File: config.mk
export PLATFORM = sky130hd
export DESIGN_NAME = instr_fetch_unit
export DESIGN_NICKNAME = d
export VERILOG_FILES = /design/src/rtl/fetch_pkg.sv /design/src/rtl/ifid_skid_reg.sv /design/src/rtl/instr_fetch_unit.sv
export SDC_FILE = /design/constraint.sdc
export NUM_CORES = 1
export LEC_CHECK = 0
export CAP_MARGIN = 40
export CORE_UTILIZATION = 50
export CTS_CLUSTER_SIZE = 30
export DETAILED_ROUTE_END_ITERATION = 10
export PLACE_DENSITY_LB_ADDON = 0.08
export SYNTH_ARGS = -nofsm -noshare
export SYNTH_HDL_FRONTEND = slang
export SYNTH_SLANG_ARGS = --single-unit
export TNS_END_PERCENT = 50
File: constraint.sdc
create_clock -name clk -period 4.7 [get_ports clk]
set_input_delay 1.41 -clock clk [delete_from_list [all_inputs] [get_ports clk]]
set_output_delay 1.41 -clock clk [all_outputs]
set_load 0.02 [all_outputs]
File: src/rtl/fetch_pkg.sv
// Shared types and constants for the miniRISC fetch stage.
`default_nettype none

package fetch_pkg;

  typedef enum logic [1:0] {
    REQ   = 2'd0,
    RESP  = 2'd1,
    HELD  = 2'd2,
    DRAIN = 2'd3
  } fetch_state_t;

  localparam int INSTR_W = 32;
  localparam int PC_INC  = 4;
  localparam int OPC_HI  = 31;
  localparam int OPC_LO  = 26;
  localparam int IMM_HI  = 15;
  localparam int IMM_LO  = 0;

  function automatic logic [OPC_HI-OPC_LO:0] opcode_of(input logic [INSTR_W-1:0] w);
    return w[OPC_HI:OPC_LO];
  endfunction

  function automatic logic [IMM_HI-IMM_LO:0] imm16_of(input logic [INSTR_W-1:0] w);
    return w[IMM_HI:IMM_LO];
  endfunction

endpackage

`default_nettype wire

File: src/rtl/ifid_skid_reg.sv
// One-entry skid buffer in front of the IF/ID pipeline register.
`default_nettype none

module ifid_skid_reg
  import fetch_pkg::*;
(
  input  logic               clk,
  input  logic               rst_n,
  input  logic               flush,
  input  logic               consume,
  input  logic               load_in,
  input  logic               load_skid,
  input  logic               move_skid,
  input  logic [INSTR_W-1:0] in_instr,
  input  logic [31:0]        in_pc,
  output logic               id_valid,
  output logic [INSTR_W-1:0] id_instr,
  output logic [31:0]        id_pc,
  output logic [5:0]         id_opcode,
  output logic [15:0]        id_imm16
);

  logic [INSTR_W-1:0] skid_instr;
  logic [31:0]        skid_pc;
  logic [INSTR_W-1:0] src_instr;
  logic [31:0]        src_pc;

  assign src_instr = move_skid ? skid_instr : in_instr;
  assign src_pc    = move_skid ? skid_pc    : in_pc;

  // Skid occupancy is implied by the HELD state in the parent, so no flag is kept here.
  always_ff @(posedge clk or negedge rst_n) begin
    if (!rst_n) begin
      skid_instr <= '0;
      skid_pc    <= '0;
      id_valid   <= 1'b0;
      id_instr   <= '0;
      id_pc      <= '0;
      id_opcode  <= '0;
      id_imm16   <= '0;
    end else if (flush) begin
      id_valid <= 1'b0;
    end else begin
      if (load_skid) begin
        skid_instr <= in_instr;
        skid_pc    <= in_pc;
      end
      if (load_in || move_skid) begin
        id_valid  <= 1'b1;
        id_instr  <= src_instr;
        id_pc     <= src_pc;
        id_opcode <= opcode_of(src_instr);
        id_imm16  <= imm16_of(src_instr);
      end else if (consume) begin
        id_valid <= 1'b0;
      end
    end
  end

endmodule

`default_nettype wire

File: src/rtl/instr_fetch_unit.sv
// miniRISC fetch stage: PC, single-outstanding imem handshake, redirect and stall.
`default_nettype none

module instr_fetch_unit
  import fetch_pkg::*;
#(
  parameter logic [31:0] RESET_PC = 32'h0000_0000
) (
  input  logic               clk,
  input  logic               rst_n,
  output logic               imem_req,
  output logic [31:0]        imem_addr,
  input  logic               imem_gnt,
  input  logic               imem_valid,
  input  logic [INSTR_W-1:0] imem_rdata,
  input  logic               stall,
  input  logic               redirect,
  input  logic [31:0]        redirect_pc,
  output logic               id_valid,
  output logic [INSTR_W-1:0] id_instr,
  output logic [31:0]        id_pc,
  output logic [5:0]         id_opcode,
  output logic [15:0]        id_imm16
);

  fetch_state_t state, state_nxt;
  logic [31:0]  pc, pc_nxt, inflight_pc, redirect_aligned;
  logic         blocked, granted, load_in, load_skid, move_skid;

  assign blocked          = id_valid & stall;
  assign redirect_aligned = redirect_pc & ~32'h3;
  assign imem_addr        = pc;
  // Gated by rst_n so the request is low for the whole reset assertion.
  assign imem_req         = rst_n & (state == REQ) & ~blocked & ~redirect;
  assign granted          = imem_req & imem_gnt;

  always_comb begin
    state_nxt = state;
    pc_nxt    = pc;
    load_in   = 1'b0;
    load_skid = 1'b0;
    move_skid = 1'b0;
    if (redirect) begin
      pc_nxt = redirect_aligned;
    end else if (granted) begin
      pc_nxt = pc + 32'(PC_INC);
    end
    case (state)
      REQ: begin
        if (granted) state_nxt = RESP;
      end
      RESP: begin
        if (redirect) begin
          state_nxt = imem_valid ? REQ : DRAIN;
        end else if (imem_valid) begin
          load_in   = ~blocked;
          load_skid = blocked;
          state_nxt = blocked ? HELD : REQ;
        end
      end
      HELD: begin
        if (redirect) begin
          state_nxt = REQ;
        end else if (!blocked) begin
          move_skid = 1'b1;
          state_nxt = REQ;
        end
      end
      DRAIN: begin
        if (imem_valid) state_nxt = REQ;
      end
      default: state_nxt = REQ;
    endcase
  end

  always_ff @(posedge clk or negedge rst_n) begin
    if (!rst_n) begin
      state       <= REQ;
      pc          <= RESET_PC;
      inflight_pc <= '0;
    end else begin
      state <= state_nxt;
      pc    <= pc_nxt;
      if (granted) inflight_pc <= pc;
    end
  end

  ifid_skid_reg u_ifid (
    .clk       (clk),
    .rst_n     (rst_n),
    .flush     (redirect),
    .consume   (id_valid & ~stall),
    .load_in   (load_in),
    .load_skid (load_skid),
    .move_skid (move_skid),
    .in_instr  (imem_rdata),
    .in_pc     (inflight_pc),
    .id_valid  (id_valid),
    .id_instr  (id_instr),
    .id_pc     (id_pc),
    .id_opcode (id_opcode),
    .id_imm16  (id_imm16)
  );

endmodule

`default_nettype wire

## Word-level counts from Yosys, hierarchy flattened

Index checks and enable logic that the tools add are counted.

| word-level totals | value |
|---|---|
| register bits after elaboration | 217 |
| bits in latches | 0 |
| memory bits (writable) | 0 |
| memory bits (read-only) | 0 |
| input port bits | 70 |
| output and inout bits | 120 |
| word-level logic and storage cells | 59 |
| memories kept | 0 |

| operators by class | value |
|---|---|
| add/subtract/negate cells | 1 |
| multiply operators | 0 |
| divide/modulo/power cells | 0 |
| $lt $le $gt $ge | 0 |
| equal/unequal tests | 7 |
| shift operators | 0 |
| multiplexer cells | 25 |
| bitwise gates (word level) | 9 |
| reduce and logical (&&, ||, !) cells | 7 |

Operator list:

| operator | number |
|---|---|
| 32-bit 2-to-1 mux | 4 |
| 32-bit by 3-bit adder with 32-bit output, second input constant | 1 |
| 2-bit 2-to-1 mux | 8 |
| 1-bit 2-to-1 mux | 12 |
| 2-bit case mux with 4 select lines | 1 |
| 1-bit bitwise AND | 6 |
| 3-bit inequality test, second input constant | 2 |
| 2-bit equality test, second input constant | 2 |
| 2-bit inequality test, second input constant | 2 |
| 2-bit AND reduction | 2 |
| 4-bit AND reduction | 1 |
| 1-bit NOT | 3 |
| 3-bit nonzero test | 1 |
| 2-bit by 1-bit equality test with 1-bit output, second input constant | 1 |
| 2-bit zero test | 1 |
| 2-bit nonzero test | 1 |
| 1-bit logical OR | 1 |

## Longest topological paths before layout

Gate-level depths: netlist (run 1).

| logic depth | value |
|---|---|
| word-level depth | 8 |
| depth in mapped cells | 7 |

## Hierarchy

Synthesis (run 1) repeated with hierarchy kept, for this count alone.

| unflattened totals | value |
|---|---|
| cell total of the unflattened synthesis | 818 |
| area, all modules | 8794.7 µm² |

By module, submodules not included:

| module | times used | cells each | area each (µm²) | seq. area each (µm²) |
|---|---|---|---|---|
| ifid_skid_reg | 1 | 456 | 5688.0 | 3228.1 |
| instr_fetch_unit | 1 | 362 | 3106.7 | 1551.5 |

## Least setup slack after synthesis (run 1)

No wires, ideal clock.

| path | value |
|---|---|
| path type | in2out |
| from | input port redirect |
| to | output port imem_req |
| arrival time | 1.876 ns |
| slack | 1.414 ns |
| stages | 2 |
| buffers on the path | 0 |
| path through | nor2_1 > and3_1 |

| on the way | value |
|---|---|
| word-level cells in the longest chain between the ends | 2 |

Ends and longest elaborated chain:

| what | line | RTL |
|---|---|---|
| start: declaration | instr_fetch_unit.sv:17 | `input logic redirect,` |
| 1-bit NOT (no source line) | -- |  |
| 1-bit bitwise AND | instr_fetch_unit.sv:34 | `assign imem_req = rst_n & (state == REQ) & ~blocked & ~redirect;` |
| end: declaration | instr_fetch_unit.sv:11 | `output logic imem_req,` |

No other way between the ends.

## Worst setup path after layout (run 1)

Same ends and word-level chain as after synthesis.

==> flow_summary.ini, run 1 <==
[floorplan]
fp.dieW_um = 131
die_area_um2 = 17300
initial_core_util = 0.520
ios = 190
coreArea_um2 = 16100
num_rows = 46
die_h_um = 131

[synthesis]
async_flop_share = 1.00
synth-simple-area-share = 0.135
synth_top_family_by_area = multiplexers
synthAdderAreaFrac = 0.00149
ys_seq_area_frac = 0.558
synth_seq_cells = 187
yosys_warnings = 0
synth_edf_count = 0
synth_xor_area_frac = 0.00731
syn_area_um2 = 8380
netlist_instances = 776
synth_compound_area_frac = 0.0828
synth_mux_area_frac = 0.162
synth_cell_type_count = 48
syn_avg_cell_area_um2 = 10.8
synth_ff_type = dfrtp_1

[routing]
antenna_left = 0
routedWlPerCell_um = 16.6
drcViolationCount = 0
via_count = 6184
drtIter0Drc = 356
wl_mm = 19.0
avgViaCountPerCell = 5.38
dr.pass1.iters = 4

[clock_network]
cts_tree = yes
cts_root_buffer = clkbuf_16
cts_repair_resize_count = 0
cts_setup_buffers = 0
clk_pin_slew_ps = 70
cts_hold_buf = 0
clock-sinks = 187
h-tree-depth = 4
clock_latency_ps = 430
cts_made_buffers = 17
cts_max_path_buffers = 2

[placement]
io_buffers = 183
dp_hpwl_mm = 12.5
dp_slack_ps = 447
gp_congestion = 0.810
postPlaceCellArea_um2 = 10200

[sta]
tightest_slew_ps = 974
fin_ws_ps = 453
setup_tns_ps = 0
fin_crit_sh = 0.904
fmax_mhz = 235
setup_viol = 0
slew_viol_final = 0
min_period_ps = 4250
finalClockSkew_ps = 6.59
slew_headroom = 0.351
grt_setup_unrepaired = false
finalHoldViolations = 0

[pwr]
leakagePower_nw = 5.46
p_per_area_nw_per_um2 = 507
power.total_mw = 5.48
worst_ir_drop_vdd_uv = 298

[setup_path]
cp_data_required_time_ps = 3290
end_kind = output port
cp.arrival_ps = 2840
path_class = input port to output port
startpoint_type = input port
crit_fanout = 5

[final_layout]
design_area_um2 = 10800
diodes = 0
seq_area_um2 = 4680
fill_cells = 1264
multiInputGateArea_um2 = 3280
drive_gt1_frac = 0.122
layout_commonest_cell = dfrtp_1
finalNetCount = 991
areaGrowthSynthToFinish_pct = 28.8
layout_common_cells = dfrtp_1, clkdlybuf4s50_1, nand2_1

[global_routing]
grt_first_pass_wirelength_mm = 31.7
grt_remaining_overflow = 0
grt_use_total = 0.230
grt_pass1_vias = 6136
grt_max_degree = 188
antenna_found_initial = 0

[status]
status = finished clean

[min_path]
worstHoldPathType = flop to flop

[job]
drv_cap = 0
==> layout make-up <==
| type | count | area share |
|---|---|---|
| clock buffer | 17 | 0.0394 |
| clock inverter | 15 | 0.0144 |
| inverter | 6 | 0.00209 |
| multi-input combinational | 514 | 0.303 |
| sequential | 187 | 0.433 |
| tap | 216 | 0.0250 |
| timing repair buffer | 194 | 0.182 |
==> layer usage <==
metal  up-vias  part of all wire  GRT usage
met5         -                 0          0
met4         0             0.018     0.0846
met1      3021              0.44      0.300
li1       2942                 -          -
met3        23             0.057     0.0517
met2       198              0.48      0.377
==> through the flow <==
step                hold slack [ps]   util  instances
floorplan                       463      -        779
global placement                479  0.634       1117
detailed placement              491  0.634       1117
CTS                             508  0.670       1149
global route                    523  0.670       1149
finish                          502  0.670       1149
==> path summary, 6_finish.rpt <==
check | start | end | slack [ps] | depth (start not counted)
worst max-delay path | redirect | imem_req | 450 | 4
worst min-delay path | inflight_pc[24]$_DFFE_PN0P_ | inflight_pc[24]$_DFFE_PN0P_ | 500 | 2
worst max register to register | imem_addr[2]$_DFFE_PN0P_ | imem_addr[24]$_DFFE_PN0P_ | 2290 | 6
worst min register to register | inflight_pc[24]$_DFFE_PN0P_ | inflight_pc[24]$_DFFE_PN0P_ | 500 | 2
max in group asynchronous | rst_n | imem_addr[13]$_DFFE_PN0P_ | 2800 | 2
min in group asynchronous | rst_n | u_ifid.skid_pc[23]$_DFFE_PN0P_ | 1190 | 2
==> synth_stat cells (all sizes together) (5+ instances only) <==
master	n	area share
nand2	113	0.051
buf	51	0.038
nand4	15	0.013
or3	6	0.0045
and3	5	0.0039
o21ai	22	0.013
o211ai	5	0.0045
nor2	77	0.035
nand3	18	0.011
nor3	5	0.0030
inv	5	0.0022
mux2	62	0.083
xor2	5	0.0052
dfrtp	187	0.56
mux2i	66	0.079
clkbuf	21	0.012
a21oi	67	0.040
==> critical path: stages <==
cell	delay (ps)
clkdlybuf4s50_1	420
nor2_1	210
and3_1	200
clkdlybuf4s50_1	600
==> sequential cells by signal, summed over array words and instances (netlist names) <==
name	count
u_ifid.id_opcode	6
state	2
u_ifid.skid_pc	30
imem_addr	30
inflight_pc	30
u_ifid.id_pc	30
u_ifid.id_instr	11
u_ifid.skid_instr	32
u_ifid.id_valid	1
u_ifid.id_imm16	15
==> cell families (layout without fill, tap and decap cells) <==
family | after synthesis | count (layout)
AND/OR/NAND/NOR | 254 | 254
flip-flops | 187 | 187
multiplexers | 128 | 128
AO/OA/AOI/OAI | 120 | 120
buffers and inverters | 78 | 232
XOR/XNOR | 7 | 7
adder cells (fa/ha/maj) | 1 | 1
other | 1 | 4
==> where the power goes <==
part           switching [mW]  internal (mW)
logic                   0.896          0.919
registers               0.274           1.98
clock network           0.654          0.752
(Power assumes the default switching activity.)
==> inputs of run 2 (changes only) <==
- CORE_ASPECT_RATIO: unset -> 1.5
- MAX_ROUTING_LAYER: unset -> met4
==> flow_summary.ini, run 2 (same netlist as run 1, synthesis figures left out) <==
[status]
status = finished clean

[global_routing]
grt_first_pass_wirelength_mm = 31.9
grt_pass1_vias = 6304
grt_remaining_overflow = 0
grt_max_degree = 69
antenna_found_initial = 0
grt_use_total = 0.243

[final_layout]
layout_common_cells = dfrtp_1, clkdlybuf4s50_1, nand2_1
finalNetCount = 998
regMostFlops = u_ifid.skid_instr
fin_cells = 1146
diodes = 0
largest_reg_flops = 32
drive_gt1_frac = 0.130
areaGrowthSynthToFinish_pct = 29.2
design_area_um2 = 10800
layout_commonest_cell = dfrtp_1

[setup_path]
startpoint_type = input port
worst_r2r_endpoint = u_ifid.skid_instr[25]$_DFFE_PN0P_
reg2reg_depth = 6
worst_path_max_delay_cell = clkdlybuf4s50_1
cpPeakStageDelay_ps = 610
critPathBufInv = 2
crit_top_cell = clkdlybuf4s50_1
path_class = input port to output port
critPathTopFamily = buffers and inverters
cp_data_required_time_ps = 3290
rr_startpoint = state[1]$_DFFE_PN0P_
end_kind = output port
startpoint = redirect
cp_cell_sequence = clkdlybuf4s50_1, nor2_1, and3_1, clkdlybuf4s50_1
crit_fanout = 5
r2r_setup_slack_ps = 2330
cp.arrival_ps = 2910

[routing]
drtIter0Drc = 317
avgViaCountPerCell = 5.51
dr.pass1.iters = 5
antenna_left = 0
via_count = 6318
wl_mm = 19.7
drcViolationCount = 0
routedWlPerCell_um = 17.1

[pwr]
leakagePower_nw = 5.48
netSwitchingFraction = 0.336
worst_ir_drop_vdd_uv = 321
clkPwrFrac = 0.262
p_comb_frac = 0.328
seq_power_share = 0.410
p_int_mw = 3.67
power_switching_mw = 1.86
p_per_area_nw_per_um2 = 510

[clock_network]
cts_hold_buf = 0
cts_root_buffer = clkbuf_16
cts_setup_buffers = 0
cts_tree = yes
cts_made_buffers = 17
cts_repair_resize_count = 0
h-tree-depth = 4
clk_pin_slew_ps = 70
cts_max_path_buffers = 2
clock_latency_ps = 430
clock-sinks = 187

[placement]
io_buffers = 183
gp_congestion = 0.795
dp_hpwl_mm = 13.3
place_inst = 1113
postPlaceCellArea_um2 = 10200
dp_slack_ps = 388

[sta]
slew_headroom = 0.428
min_period_ps = 4320
fin_hold_ws_ps = 507
fmax_mhz = 231
setup_tns_ps = 0
tightest_slew_ps = 859
fin_ws_ps = 376
setup_viol = 0
slew_viol_final = 0
finalClockSkew_ps = 9.46
fin_crit_sh = 0.920
grt_setup_unrepaired = false
finalHoldViolations = 0

[floorplan]
die_h_um = 161
die_area_um2 = 17300
ios = 190
initial_core_util = 0.515
coreArea_um2 = 16300
num_rows = 57
fp.dieW_um = 108

[job]
drv_cap = 0

[min_path]
min_path_cells = 2
worstHoldPathType = flop to flop
hp-start = inflight_pc[29]$_DFFE_PN0P_
min_to = inflight_pc[29]$_DFFE_PN0P_
[run 2: cell types whose count changed in the layout (fill, tap and decap cells not counted), sizes merged]
cell and change:
inv -1, buf +7, clkinv +1
[run 2: through the flow]
step / utilization / power [mW]
6_report: 0.666 / 5.52
5_1_grt: 0.666 / 5.80
4_1_cts: 0.664 / 5.58
3_5_place_dp: 0.627 / 4.13
3_3_place_gp: 0.627 / 4.07
2_1_floorplan: - / 3.26
[run 2: how the worst max path moves through the flow]
| stage | to | depth (start not counted) |
|---|---|---|
| final | imem_req | 4 |
| after global routing | imem_req | 4 |
| after CTS | imem_req | 4 |
| after detailed placement | imem_req | 4 |
| after global placement | imem_req | 4 |
| after floorplan | imem_req | 2 |
[run 2: per-layer routing]
metal	global-route usage	vias up	routed length, µm
met5	-	-	0
met4	0.0753	0	266
met3	0.0418	21	983
li1	-	2961	-
met1	0.302	3124	8130
met2	0.404	212	10300
[run 2: worst reg2reg max path, stage by stage, from the launching register on]
cell and delay [ps]:
dfrtp_1 410, nor2_1 270, nand2_1 130, or3_2 650, buf_16 260, buf_4 240, mux2_2 310
[run 2: final cells by class]
class | count | area, µm²
Timing Repair Buffer | 201 | 1990
Inverter | 6 | 22.5
Fill cell | 1299 | 5430
Clock buffer | 17 | 425
Multi-Input combinational cell | 514 | 3280
Tap cell | 206 | 258
Sequential cell | 187 | 4680
Clock inverter | 15 | 175
[run 2: power by group through the flow]
stage,clock [mW],sequential (mW),combinational [mW]
finish,1.45,2.26,1.81
global route,1.54,2.32,1.94
CTS,1.48,2.27,1.83
detailed placement,0,2.30,1.83
global placement,0,2.27,1.80
floorplan,0,2.58,0.672
==> inputs of run 3 (changes only) <==
- ABC_CLOCK_PERIOD_IN_PS: unset -> 4700
- CORE_MARGIN: unset -> 5
- PLACE_DENSITY: unset -> 0.78
- PLACE_DENSITY_LB_ADDON: 0.08 -> unset
==> flow_summary.ini, run 3 (same netlist as run 1, synthesis figures left out) <==
[status]
status = finished clean

[pwr]
worst_ir_drop_vdd_uv = 282
power_switching_mw = 1.84
netSwitchingFraction = 0.338
p_per_area_nw_per_um2 = 504
clkPwrFrac = 0.245
leakagePower_nw = 5.46
p_int_mw = 3.60
seq_power_share = 0.417
p_comb_frac = 0.337
power.total_mw = 5.44

[final_layout]
fin_util = 0.649
regMostFlops = u_ifid.skid_instr
drive_gt1_frac = 0.125
fill_cells = 1306
diodes = 0
layout_common_cells = dfrtp_1, clkdlybuf4s50_1, nand2_1
multiInputGateArea_um2 = 3280
areaGrowthSynthToFinish_pct = 28.7
largest_reg_flops = 32
seq_area_um2 = 4680
design_area_um2 = 10800
layout_commonest_cell = dfrtp_1
finalNetCount = 996

[floorplan]
fp.dieW_um = 116
ios = 190
die_area_um2 = 19500
initial_core_util = 0.504
die_h_um = 169
coreArea_um2 = 16600
num_rows = 58

[routing]
antenna_left = 0
routedWlPerCell_um = 17.1
via_count = 6275
avgViaCountPerCell = 5.47
dr.pass1.iters = 4
wl_mm = 19.6
drtIter0Drc = 401
drcViolationCount = 0

[clock_network]
clk_pin_slew_ps = 70
cts_made_buffers = 17
cts_setup_buffers = 0
clock-sinks = 187
cts_hold_buf = 0
cts_max_path_buffers = 2
h-tree-depth = 4
cts_repair_resize_count = 0
cts_root_buffer = clkbuf_16
cts_tree = yes
clock_latency_ps = 420

[global_routing]
grt_remaining_overflow = 0
grt_max_degree = 70
antenna_found_initial = 0
grt_use_total = 0.213
grt_first_pass_wirelength_mm = 32.0
grt_pass1_vias = 6236

[sta]
grt_setup_unrepaired = false
slew_viol_final = 0
slew_headroom = 0.483
setup_viol = 0
setup_tns_ps = 0
min_period_ps = 4300
fin_ws_ps = 398
finalHoldViolations = 0
fmax_mhz = 232
fin_crit_sh = 0.915
finalClockSkew_ps = 13.8
tightest_slew_ps = 775

[placement]
dp_hpwl_mm = 13.6
io_buffers = 183
dp_slack_ps = 400
gp_congestion = 0.820
postPlaceCellArea_um2 = 10200

[min_path]
min_path_cells = 2
worstHoldPathType = flop to flop

[setup_path]
cp.arrival_ps = 2890
startpoint_type = input port
crit_fanout = 5
cp_data_required_time_ps = 3290
end_kind = output port
reg2reg_depth = 6
path_class = input port to output port

[job]
drv_cap = 0
[run 3: worst paths after layout]
check | end | start | slack, ps
min in group asynchronous | u_ifid.id_pc[8]$_DFFE_PN0P_ | rst_n | 1150
worst min register to register | inflight_pc[22]$_DFFE_PN0P_ | inflight_pc[22]$_DFFE_PN0P_ | 500
worst max-delay path | imem_req | redirect | 400
worst min-delay path | inflight_pc[22]$_DFFE_PN0P_ | inflight_pc[22]$_DFFE_PN0P_ | 500
worst max register to register | imem_addr[24]$_DFFE_PN0P_ | imem_addr[2]$_DFFE_PN0P_ | 2310
max in group asynchronous | inflight_pc[19]$_DFFE_PN0P_ | rst_n | 2320
[run 3: area by class of cell]
class	instances	share of cell area
clock buffer	19	0.0401
clock inverter	13	0.0103
inverter	6	0.00209
multi-input combinational	514	0.304
sequential	187	0.434
tap	210	0.0244
timing repair buffer	199	0.186
[run 3: layer usage]
layer | up-vias | track usage | part of all wire
met5 | - | - | 0
met4 | 0 | 0.0777 | 0.021
met3 | 24 | 0.0336 | 0.045
met2 | 189 | 0.354 | 0.52
met1 | 3095 | 0.262 | 0.42
li1 | 2967 | - | -
[run 3: through the flow]
step / hold slack, ps / cells
2_1_floorplan: 463 / 779
3_3_place_gp: 483 / 1115
3_5_place_dp: 490 / 1116
4_1_cts: 508 / 1148
5_1_grt: 516 / 1148
6_report: 504 / 1148
[run 3: power groups by stage]
stage	clock, mW	combinational (mW)	sequential, mW
final	1.33	1.83	2.27
after global routing	1.43	1.96	2.33
after CTS	1.36	1.86	2.27
after detailed placement	0	1.85	2.30
after global placement	0	1.82	2.29
after floorplan	0	0.672	2.58
[run 3: worst max-delay path, stage by stage]
cell and delay (ps):
clkdlybuf4s50_1 420, nor2_1 250, and3_1 200, clkdlybuf4s50_1 610
